### src/rtl/counter.sv
// -----------------------------------------------------------------------------
// counter -- parameterised free-running binary up-counter with carry-out.
//
// The counter advances by one, modulo 2^WIDTH, on every rising clock edge where
// enb is high. Otherwise it holds its value. carryout flags the cycle in which
// the next enabled edge wraps the counter to zero. Wider counters are built by
// cascading stages: drive stage N+1 enb from stage N carryout.
//
// Parameters:
//   WIDTH     counter width in bits, 1..32 (default 8)
//
// Ports:
//   clk       input            rising-edge clock
//   rst_n     input            asynchronous active-low reset, clears count
//   enb       input            count enable, sampled at rising edges
//   count     output [WIDTH]   current counter value (registered)
//   carryout  output           enb AND (count == 2^WIDTH-1), combinational
//
// Optional build macro:
//   COUNTER_ASSERT_EN  compiles in simulation-only concurrent assertions and
//                      an elaboration-time WIDTH range check. Ports and
//                      behaviour are identical with or without it.
// -----------------------------------------------------------------------------
module counter #(
    parameter int WIDTH = 8
) (
    input  logic             clk,
    input  logic             rst_n,
    input  logic             enb,
    output logic [WIDTH-1:0] count,
    output logic             carryout
);

    localparam logic [WIDTH-1:0] MAX_VAL = '1;
    localparam logic [WIDTH-1:0] ONE     = WIDTH'(1);

    logic [WIDTH-1:0] count_reg;
    logic [WIDTH-1:0] count_next;

    // The adder is WIDTH bits wide, so its carry is dropped and wrap-around
    // falls out naturally. The flag comes from a compare, not from the adder.
    always_comb begin
        count_next = count_reg;
        if (enb) begin
            count_next = count_reg + ONE;
        end
    end

    // The register is written on every edge. The hold case simply reloads the
    // current value.
    always_ff @(posedge clk or negedge rst_n) begin
        if (!rst_n) begin
            count_reg <= '0;
        end else begin
            count_reg <= count_next;
        end
    end

    assign count    = count_reg;
    assign carryout = enb & (count_reg == MAX_VAL);

`ifdef COUNTER_ASSERT_EN
    generate
        if (WIDTH < 1 || WIDTH > 32) begin : g_width_check
            $error("counter: WIDTH=%0d outside legal range 1..32", WIDTH);
        end
    endgenerate

    // Enabled edge: the counter must step by exactly one, modulo 2^WIDTH.
    a_step: assert property (@(posedge clk) disable iff (!rst_n)
        enb |=> (count == WIDTH'($past(count) + ONE)));

    // Disabled edge: the counter must hold its value.
    a_hold: assert property (@(posedge clk) disable iff (!rst_n)
        !enb |=> (count == $past(count)));

    // The carry flag must never be raised while counting is disabled.
    a_no_carry_idle: assert property (@(posedge clk)
        !enb |-> !carryout);

    // The carry flag must be high exactly when enabled at the maximum value.
    a_carry_exact: assert property (@(posedge clk)
        carryout == (enb && (count == MAX_VAL)));

    // The counter must read zero for as long as reset is held.
    a_reset_zero: assert property (@(posedge clk)
        !rst_n |-> (count == '0));

    // The enable input must be a known value whenever reset is released.
    a_enb_known: assert property (@(posedge clk) disable iff (!rst_n)
        !$isunknown(enb));
`endif

endmodule

### config.mk
export PLATFORM = sky130hd
export DESIGN_NAME = counter
export DESIGN_NICKNAME = d
export VERILOG_FILES = /design/src/rtl/counter.sv
export SDC_FILE = /design/constraint.sdc
export NUM_CORES = 1
export LEC_CHECK = 0
export CAP_MARGIN = 20
export CORE_AREA = 2 2 39 41
export CTS_CLUSTER_DIAMETER = 40
export DETAILED_ROUTE_END_ITERATION = 16
export DIE_AREA = 0 0 41 43
export PLACE_DENSITY = 0.53
export SETUP_SLACK_MARGIN = 0.1
export SKIP_LAST_GASP = 1
export SLEW_MARGIN = 0
export SYNTH_ARGS = -nofsm -noshare
export SYNTH_HDL_FRONTEND = slang
export SYNTH_SLANG_ARGS = --single-unit
### constraint.sdc
create_clock -name clk -period 1.1 [get_ports clk]
set_input_delay 0.165 -clock clk [delete_from_list [all_inputs] [get_ports clk]]
set_output_delay 0.165 -clock clk [all_outputs]
set_load 0.01 [all_outputs]
Word-level counts from Yosys, hierarchy flattened:

Cells that the tools add are included.

* bits in registers: 8

* add/sub/neg operators: 1
* eq/ne operators: 1
* bitwise gates (word level): 1

Operator list (number)
* 8-bit by 1-bit adder with 8-bit output (second input constant): 1
* 8-bit == test (second input constant): 1
* 1-bit bitwise AND: 1

Longest topological paths before layout:

Gate-level depths: netlist of run 1.

* depth in word-level cells: 2
* mapped depth: 4
* mapped depth without buffers: 4

Worst setup path before layout of run 1:

No wires, ideal clock.

* path type: reg2out
* start: reg count_reg[0], in the netlist count[0]
* end: out carryout
* arrival time: 1105 ps
* setup slack: -170 ps
* stages on the path, launching flop included: 4
* path buffers: 0
* cell sequence: dfrtp_1 -> ha_1 -> nand4_2 -> nor3_1

* word-level cells in the longest chain between the ends: 2

Ends and longest elaborated chain
* start: declaration: line 37 `logic [WIDTH-1:0] count_reg;`
* start signal: assignment: line 55 `count_reg <= count_next;`
* 8-bit == test: line 60 `assign carryout = enb & (count_reg == MAX_VAL);`
* 1-bit bitwise AND: line 60
* end: declaration: line 31 `output logic carryout`

No other way between the ends.

Worst setup path after layout of run 1:

Same ends and word-level chain as after synthesis.

==> impl_metrics.py, run 1 <==
metrics = {
    "drt": {
        "wirelength_um": 892,
        "firstDrtPassIters": 1,
        "via_density": 4.26,
        "post-route-drc-count": 0,
        "route.detailed.wl_per_inst_um": 11.4,
        "routed-via-count": 332,
        "drt_iter0_markers": 0,
        "ant_nets": 0,
    },
    "floorplan": {
        "fp-row-count": 14,
        "core_region_area_sq_um": 1380,
        "die_height_um": 43,
        "die-width_um": 41,
        "start_util": 0.259,
        "die_footprint_sq_um": 1760,
        "ios": 12,
    },
    "placement": {
        "gpl.final_weighted_congestion": 0.754,
        "place.detailed.instances": 68,
        "post-dp-hpwl_um": 646,
        "portBuffers": 11,
        "dpl_worst_slack_ns": -0.639,
        "post_dp_cell_area_sq_um": 611,
    },
    "logic_synthesis": {
        "post_synth_and_or_nand_nor_area_fraction": 0.195,
        "postSynthNetCount": 34,
        "synth-warning-count": 0,
        "ys_ff_latch": 8,
        "netlist-cell-type-count": 14,
        "netlist_area_sq_um": 359,
        "synth.area.mux_share": 0.0314,
        "synth-adder-area-share": 0.0348,
        "yosys.area_share.xor_xnor": 0.171,
        "synth_seq_area_share": 0.557,
        "synth_compound_area_frac": 0,
        "synth_top_family_by_area": "simple AND/OR/NAND/NOR gates",
        "syn-instance-count": 30,
        "syn_area_cell_sq_um": 12.0,
    },
    "global_route": {
        "first_global_vias": 370,
        "globalRouteOverflowTotal": 0,
        "grt_antenna_before_repair": 0,
        "gr-usage-all-layers": 0.142,
        "maximum_number_of_pins_on_one_net_before_global_route_repair": 9,
        "first_pass_grt_wire_length_mm": 1.55,
    },
    "critical_path": {
        "timing.critical_path.from_type": "register",
        "sequence_of_cells_on_the_critical_path": "ha_4 -> nand4_4 -> nor3_4 -> buf_2",
        "crit_buf_inv": 1,
        "crit_type": "reg2out",
        "cp-startpoint": "count[0]$_DFFE_PN0P_",
        "path_max_fanout": 2,
        "critical-path-slowest-cell": "sky130_fd_sc_hd__dfrtp_2",
        "critical_path.endpoint_type": "output pin",
        "regToRegStartpoint": "count[0]$_DFFE_PN0P_",
        "critical-path-max-stage-delay_ns": 0.38,
        "timing.critical_path.required_ns": 0.94,
        "critical-path-top-delay-family": "flip-flops",
        "critical_path_arrival_ns": 1.14,
    },
    "finish": {
        "diodes_inserted": 0,
        "final_common_cell": "sky130_fd_sc_hd__buf_6",
        "number_of_flip_flops_in_the_largest_register": 8,
        "layout.cells.most_common_list": "15 x sky130_fd_sc_hd__buf_6, 10 x sky130_fd_sc_hd__buf_4, 6 x sky130_fd_sc_hd__dfrtp_1",
        "finalNetCount": 68,
        "postLayoutCoreUtil": 0.538,
        "final_layout_size_suffix_gt1_frac": 0.694,
        "flow.area_growth_from_synthesis_pct": 107,
        "instances_no_fill": 78,
        "post-route-cell-area_sq_um": 744,
        "layout.filler_cells": 125,
    },
    "timing": {
        "setup_viol_count_final": 5,
        "timing.clock.skew_ns": 0.00707,
        "unrepaired_setup_endpoints_after_global_routing": "true",
        "slew_viol_final": 0,
        "slew_at_the_pin_closest_to_its_max_slew_limit_ns": 0.365,
        "finalHoldViolCount": 0,
        "period_needed_ns": 1.30,
        "slew_headroom": 0.756,
        "post-route-worst-setup-slack_ns": -0.204,
        "fmaxAchievable_mhz": 767,
        "finalCritPeriodShare": 1.19,
    },
    "clock_tree": {
        "cts_max_path_bufs": 2,
        "clock_latency_ns": 0.25,
        "cts_root_buf": "sky130_fd_sc_hd__clkbuf_4",
        "cts_tree": "yes",
        "cts.reportedPaths.clkPinSlew_ns": 0.06,
        "cts_max_level": 1,
        "cts_sinks": 8,
        "tritoncts.num_buffers": 3,
    },
    "min_path": {
        "min_delay_path_class": "in2async",
    },
    "status": {
        "run_status": "complete, but fails checks",
        "violated_checks": "setup timing",
    },
    "power_and_ir_drop": {
        "vdd.ir_drop.worst_uv": 1060,
        "power.switching_w": 0.000698,
        "clock_power_share": 0.106,
        "share_comb_of_total_power": 0.633,
        "netSwitchingFraction": 0.339,
        "totalPowerFinal_w": 0.00206,
        "p_int_w": 0.00136,
        "reported_leakage_power_nw": 0.339,
        "sequential_group_share_of_total_power": 0.261,
        "powerDensity_nw_per_um2": 2770,
    },
    "flow_run": {
        "max_cap_violations": 0,
    },
}
final timing paths:
| path | cells after the start | to | slack (ns) |
|---|---|---|---|
| worst max-delay path | 4 | carryout | -0.20 |
| worst min-delay path | 1 | count[7]$_DFFE_PN0P_ | 0.19 |
| worst max register to register | 6 | count[6]$_DFFE_PN0P_ | -0.11 |
| worst min register to register | 2 | count[2]$_DFFE_PN0P_ | 0.58 |
| max in group asynchronous | 1 | count[1]$_DFFE_PN0P_ | 0.62 |
| min in group clk | 2 | count[2]$_DFFE_PN0P_ | 0.58 |
layer usage:
layer	routed length, um	global-route usage	up-vias	part of all wire
met5	0	0	-	0
met4	10	0.120	0	0.011
met3	54	0.0471	2	0.061
met2	488	0.228	10	0.55
met1	339	0.133	151	0.38
li1	-	-	169	-
repair_timing:
action	CTS	global route
pin swaps	4	1
hold buffers	0	0
endpoints found under the setup margin	14	15
gates resized for setup	50	10
setup buffers	5	5
gates cloned	0	0
power groups by stage:
stage          Clock [W]  Combinational [W]  Sequential (W)
6_report        0.000219            0.00130        0.000538
3_5_place_dp           0           0.000925        0.000539
2_1_floorplan          0           0.000255        0.000674
3_3_place_gp           0           0.000898        0.000529
5_1_grt         0.000261            0.00141        0.000553
4_1_cts         0.000236            0.00118        0.000529
logic make-up after synthesis:
family	count (synthesis)
adders and majority gates	1
muxes	1
DFF	8
xor gates and xnor gates	7
buffers and inverters	1
and+or+nand+nor	12
worst reg2reg max path, stage by stage (launching register included):
cell	delay, ns
sky130_fd_sc_hd__dfrtp_2	0.38
sky130_fd_sc_hd__ha_4	0.15
sky130_fd_sc_hd__nand4_4	0.09
sky130_fd_sc_hd__buf_4	0.15
sky130_fd_sc_hd__buf_6	0.11
sky130_fd_sc_hd__nor2_2	0.08
sky130_fd_sc_hd__xor2_1	0.15
metrics by stage:
stage / TNS [ns] / hold slack (ns)
floorplan: -0.00267 / -0.131
global placement: -2.22 / 0.462
detailed placement: -2.47 / 0.478
CTS: -0.474 / 0.197
global route: -0.845 / 0.205
finish: -0.556 / 0.189
synthesized netlist by cell type:
cell,n,area share
sky130_fd_sc_hd__nor3_1,1,0.014
sky130_fd_sc_hd__mux2_2,1,0.031
sky130_fd_sc_hd__nor2_1,1,0.010
sky130_fd_sc_hd__nand4_2,1,0.035
sky130_fd_sc_hd__xnor2_1,4,0.098
sky130_fd_sc_hd__inv_1,1,0.010
sky130_fd_sc_hd__dfrtp_1,8,0.56
sky130_fd_sc_hd__nor3_2,1,0.028
sky130_fd_sc_hd__nand4_1,1,0.017
sky130_fd_sc_hd__xor2_1,3,0.073
sky130_fd_sc_hd__nand3_1,3,0.042
sky130_fd_sc_hd__nand2_1,3,0.031
sky130_fd_sc_hd__ha_1,1,0.035
sky130_fd_sc_hd__nor2_2,1,0.017
cell type report:
class,instances,area (sq um),share of cell area
Tap cell,16,20.0,0.0269
Clock buffer,3,22.5,0.0303
Inverter,1,3.75,0.00504
Timing Repair Buffer,29,274,0.368
Sequential cell,8,203,0.272
Multi-Input combinational cell,21,221,0.297
(Power assumes the default switching activity.)
==> inputs of run 2 (changes only) <==
--- a/config.mk
+++ b/config.mk
@@ -10,7 +10,8 @@
 export CTS_CLUSTER_DIAMETER = 40
 export DETAILED_ROUTE_END_ITERATION = 16
 export DIE_AREA = 0 0 41 43
-export PLACE_DENSITY = 0.53
+export MAX_ROUTING_LAYER = met4
+export PLACE_DENSITY_LB_ADDON = 0.3
 export SETUP_SLACK_MARGIN = 0.1
 export SKIP_LAST_GASP = 1
 export SLEW_MARGIN = 0
==> impl_metrics.py, run 2 (synthesis results as in run 1) <==
metrics = {
    "floorplan": {
        "ios": 12,
        "fp-row-count": 14,
        "start_util": 0.259,
        "core_region_area_sq_um": 1380,
        "die_footprint_sq_um": 1760,
        "die_height_um": 43,
        "die-width_um": 41,
    },
    "global_route": {
        "globalRouteOverflowTotal": 0,
        "maximum_number_of_pins_on_one_net_before_global_route_repair": 9,
        "first_global_vias": 330,
        "grt_antenna_before_repair": 0,
        "grt-busiest-layer": "met2",
        "first_pass_grt_wire_length_mm": 1.32,
        "global_route.usage.met3": 0.0471,
        "groute.layer.met1.usage": 0.113,
        "globalRouteMet2Util": 0.197,
        "gr-usage-all-layers": 0.126,
    },
    "timing": {
        "post-route-worst-setup-slack_ns": -0.197,
        "finalCritPeriodShare": 1.18,
        "unrepaired_setup_endpoints_after_global_routing": "true",
        "timing.clock.skew_ns": 0.00698,
        "fmaxAchievable_mhz": 771,
        "slew_viol_final": 0,
        "period_needed_ns": 1.30,
        "setup_total_negative_slack_ns": -0.614,
        "slew_headroom": 0.743,
        "slew_at_the_pin_closest_to_its_max_slew_limit_ns": 0.385,
        "setup_viol_count_final": 7,
        "finalHoldViolCount": 0,
    },
    "clock_tree": {
        "cts-hold-fix-buffers": 0,
        "cts_root_buf": "sky130_fd_sc_hd__clkbuf_4",
        "cts_max_path_bufs": 2,
        "tritoncts.num_buffers": 3,
        "cts_sinks": 8,
        "clock_latency_ns": 0.25,
        "cts.reportedPaths.clkPinSlew_ns": 0.06,
        "cts_tree": "yes",
        "cts_max_level": 1,
    },
    "finish": {
        "final_layout_size_suffix_gt1_frac": 0.683,
        "number_of_flip_flops_in_the_largest_register": 8,
        "final_common_cell": "sky130_fd_sc_hd__buf_6",
        "layout.cells.most_common_list": "14 x sky130_fd_sc_hd__buf_6, 11 x sky130_fd_sc_hd__buf_4, 6 x sky130_fd_sc_hd__dfrtp_1",
        "diodes_inserted": 0,
        "postLayoutCoreUtil": 0.538,
        "finalNetCount": 69,
        "flow.area_growth_from_synthesis_pct": 107,
    },
    "critical_path": {
        "reg2reg_depth": 6,
        "setup.worst_path.end": "carryout",
        "timing.critical_path.required_ns": 0.94,
        "r2r_setup_slk_ns": -0.10,
        "critical-path-max-stage-delay_ns": 0.38,
        "critical_path_arrival_ns": 1.13,
        "crit_type": "reg2out",
        "path_max_fanout": 2,
        "capture_instance_of_the_worst_register_to_register_path": "count[6]$_DFFE_PN0P_",
        "sequence_of_cells_on_the_critical_path": "ha_4 -> nand4_4 -> nor3_4 -> buf_2",
        "regToRegStartpoint": "count[1]$_DFFE_PN0P_",
        "timing.critical_path.from_type": "register",
        "cp-startpoint": "count[1]$_DFFE_PN0P_",
        "critical-path-slowest-cell": "sky130_fd_sc_hd__dfrtp_2",
        "critical_path.endpoint_type": "output pin",
    },
    "status": {
        "run_status": "complete, but fails checks",
        "violated_checks": "setup timing",
    },
    "power_and_ir_drop": {
        "vdd.ir_drop.worst_uv": 1230,
        "powerDensity_nw_per_um2": 2750,
        "reported_leakage_power_nw": 0.348,
    },
    "drt": {
        "via_density": 4.38,
        "ant_nets": 0,
        "post-route-drc-count": 0,
        "firstDrtPassIters": 4,
        "wirelength_um": 960,
        "routed-via-count": 346,
        "route.detailed.wl_per_inst_um": 12.2,
        "drt_iter0_markers": 5,
    },
    "placement": {
        "portBuffers": 11,
        "gpl.final_weighted_congestion": 0.741,
        "post-dp-hpwl_um": 624,
    },
    "min_path": {
        "min_delay_path_class": "in2async",
    },
    "flow_run": {
        "max_cap_violations": 0,
    },
}
-- run 2: changes by cell type in the layout (fill, tap and decap cells not counted), sizes merged --
cell,previous run,this run
buf,27,28
-- run 2: what timing repair did --
action	CTS	global route
gates resized for setup	45	13
setup buffers	3	8
hold endpoints to repair	0	0
pin swaps	4	6
endpoints found under the setup margin	14	14
-- run 2: metrics by stage --
| stage | cells | hold slack, ns | worst slack (ns) | cell area, sq um | total power (W) |
|---|---|---|---|---|---|
| 4_1_cts | 73 | 0.193 | -0.223 | 647 | 0.00178 |
| 2_1_floorplan | 30 | -0.131 | -0.00267 | 398 | 0.000929 |
| 3_3_place_gp | 68 | 0.459 | -0.607 | 611 | 0.00142 |
| 5_1_grt | 79 | 0.212 | -0.274 | 744 | 0.00219 |
| 6_report | 79 | 0.197 | -0.197 | 744 | 0.00205 |
| 3_5_place_dp | 68 | 0.474 | -0.635 | 611 | 0.00146 |
-- run 2: layer usage --
| layer | vias up | wire length [um] |
|---|---|---|
| met2 | 10 | 554 |
| met4 | 0 | 0 |
| met5 | - | 0 |
| met1 | 166 | 351 |
| li1 | 170 | - |
| met3 | 0 | 54 |
-- run 2: how the worst min path moves through the flow --
stage | startpoint | to
floorplan | rst_n | count[0]$_DFFE_PN0P_
global placement | rst_n | count[7]$_DFFE_PN0P_
detailed placement | rst_n | count[7]$_DFFE_PN0P_
CTS | rst_n | count[7]$_DFFE_PN0P_
global route | rst_n | count[7]$_DFFE_PN0P_
finish | rst_n | count[7]$_DFFE_PN0P_
-- run 2: worst max-delay path, delay by kind of cell (launching register included) --
family | cells | cell delay (ns)
DFF | 1 | 0.38
buffers and inverters | 1 | 0.15
adders and majority gates | 1 | 0.15
and+or+nand+nor | 2 | 0.20
-- run 2: cell type report --
| type | instances | area (sq um) |
|---|---|---|
| clock buffers | 3 | 22.5 |
| fillers | 131 | 639 |
| inverters | 1 | 3.75 |
| multi-input cells | 21 | 220 |
| flip-flops and latches | 8 | 203 |
| well taps | 16 | 20.0 |
| repair buffers | 30 | 275 |
-- run 2: power breakdown --
group / switching [W] / internal [W] / total [W]
Combinational: 0.000501 / 0.000778 / 0.00128
Sequential: 0.000114 / 0.000430 / 0.000544
Clock: 0.0000974 / 0.000125 / 0.000222
Total: 0.000713 / 0.00133 / 0.00205
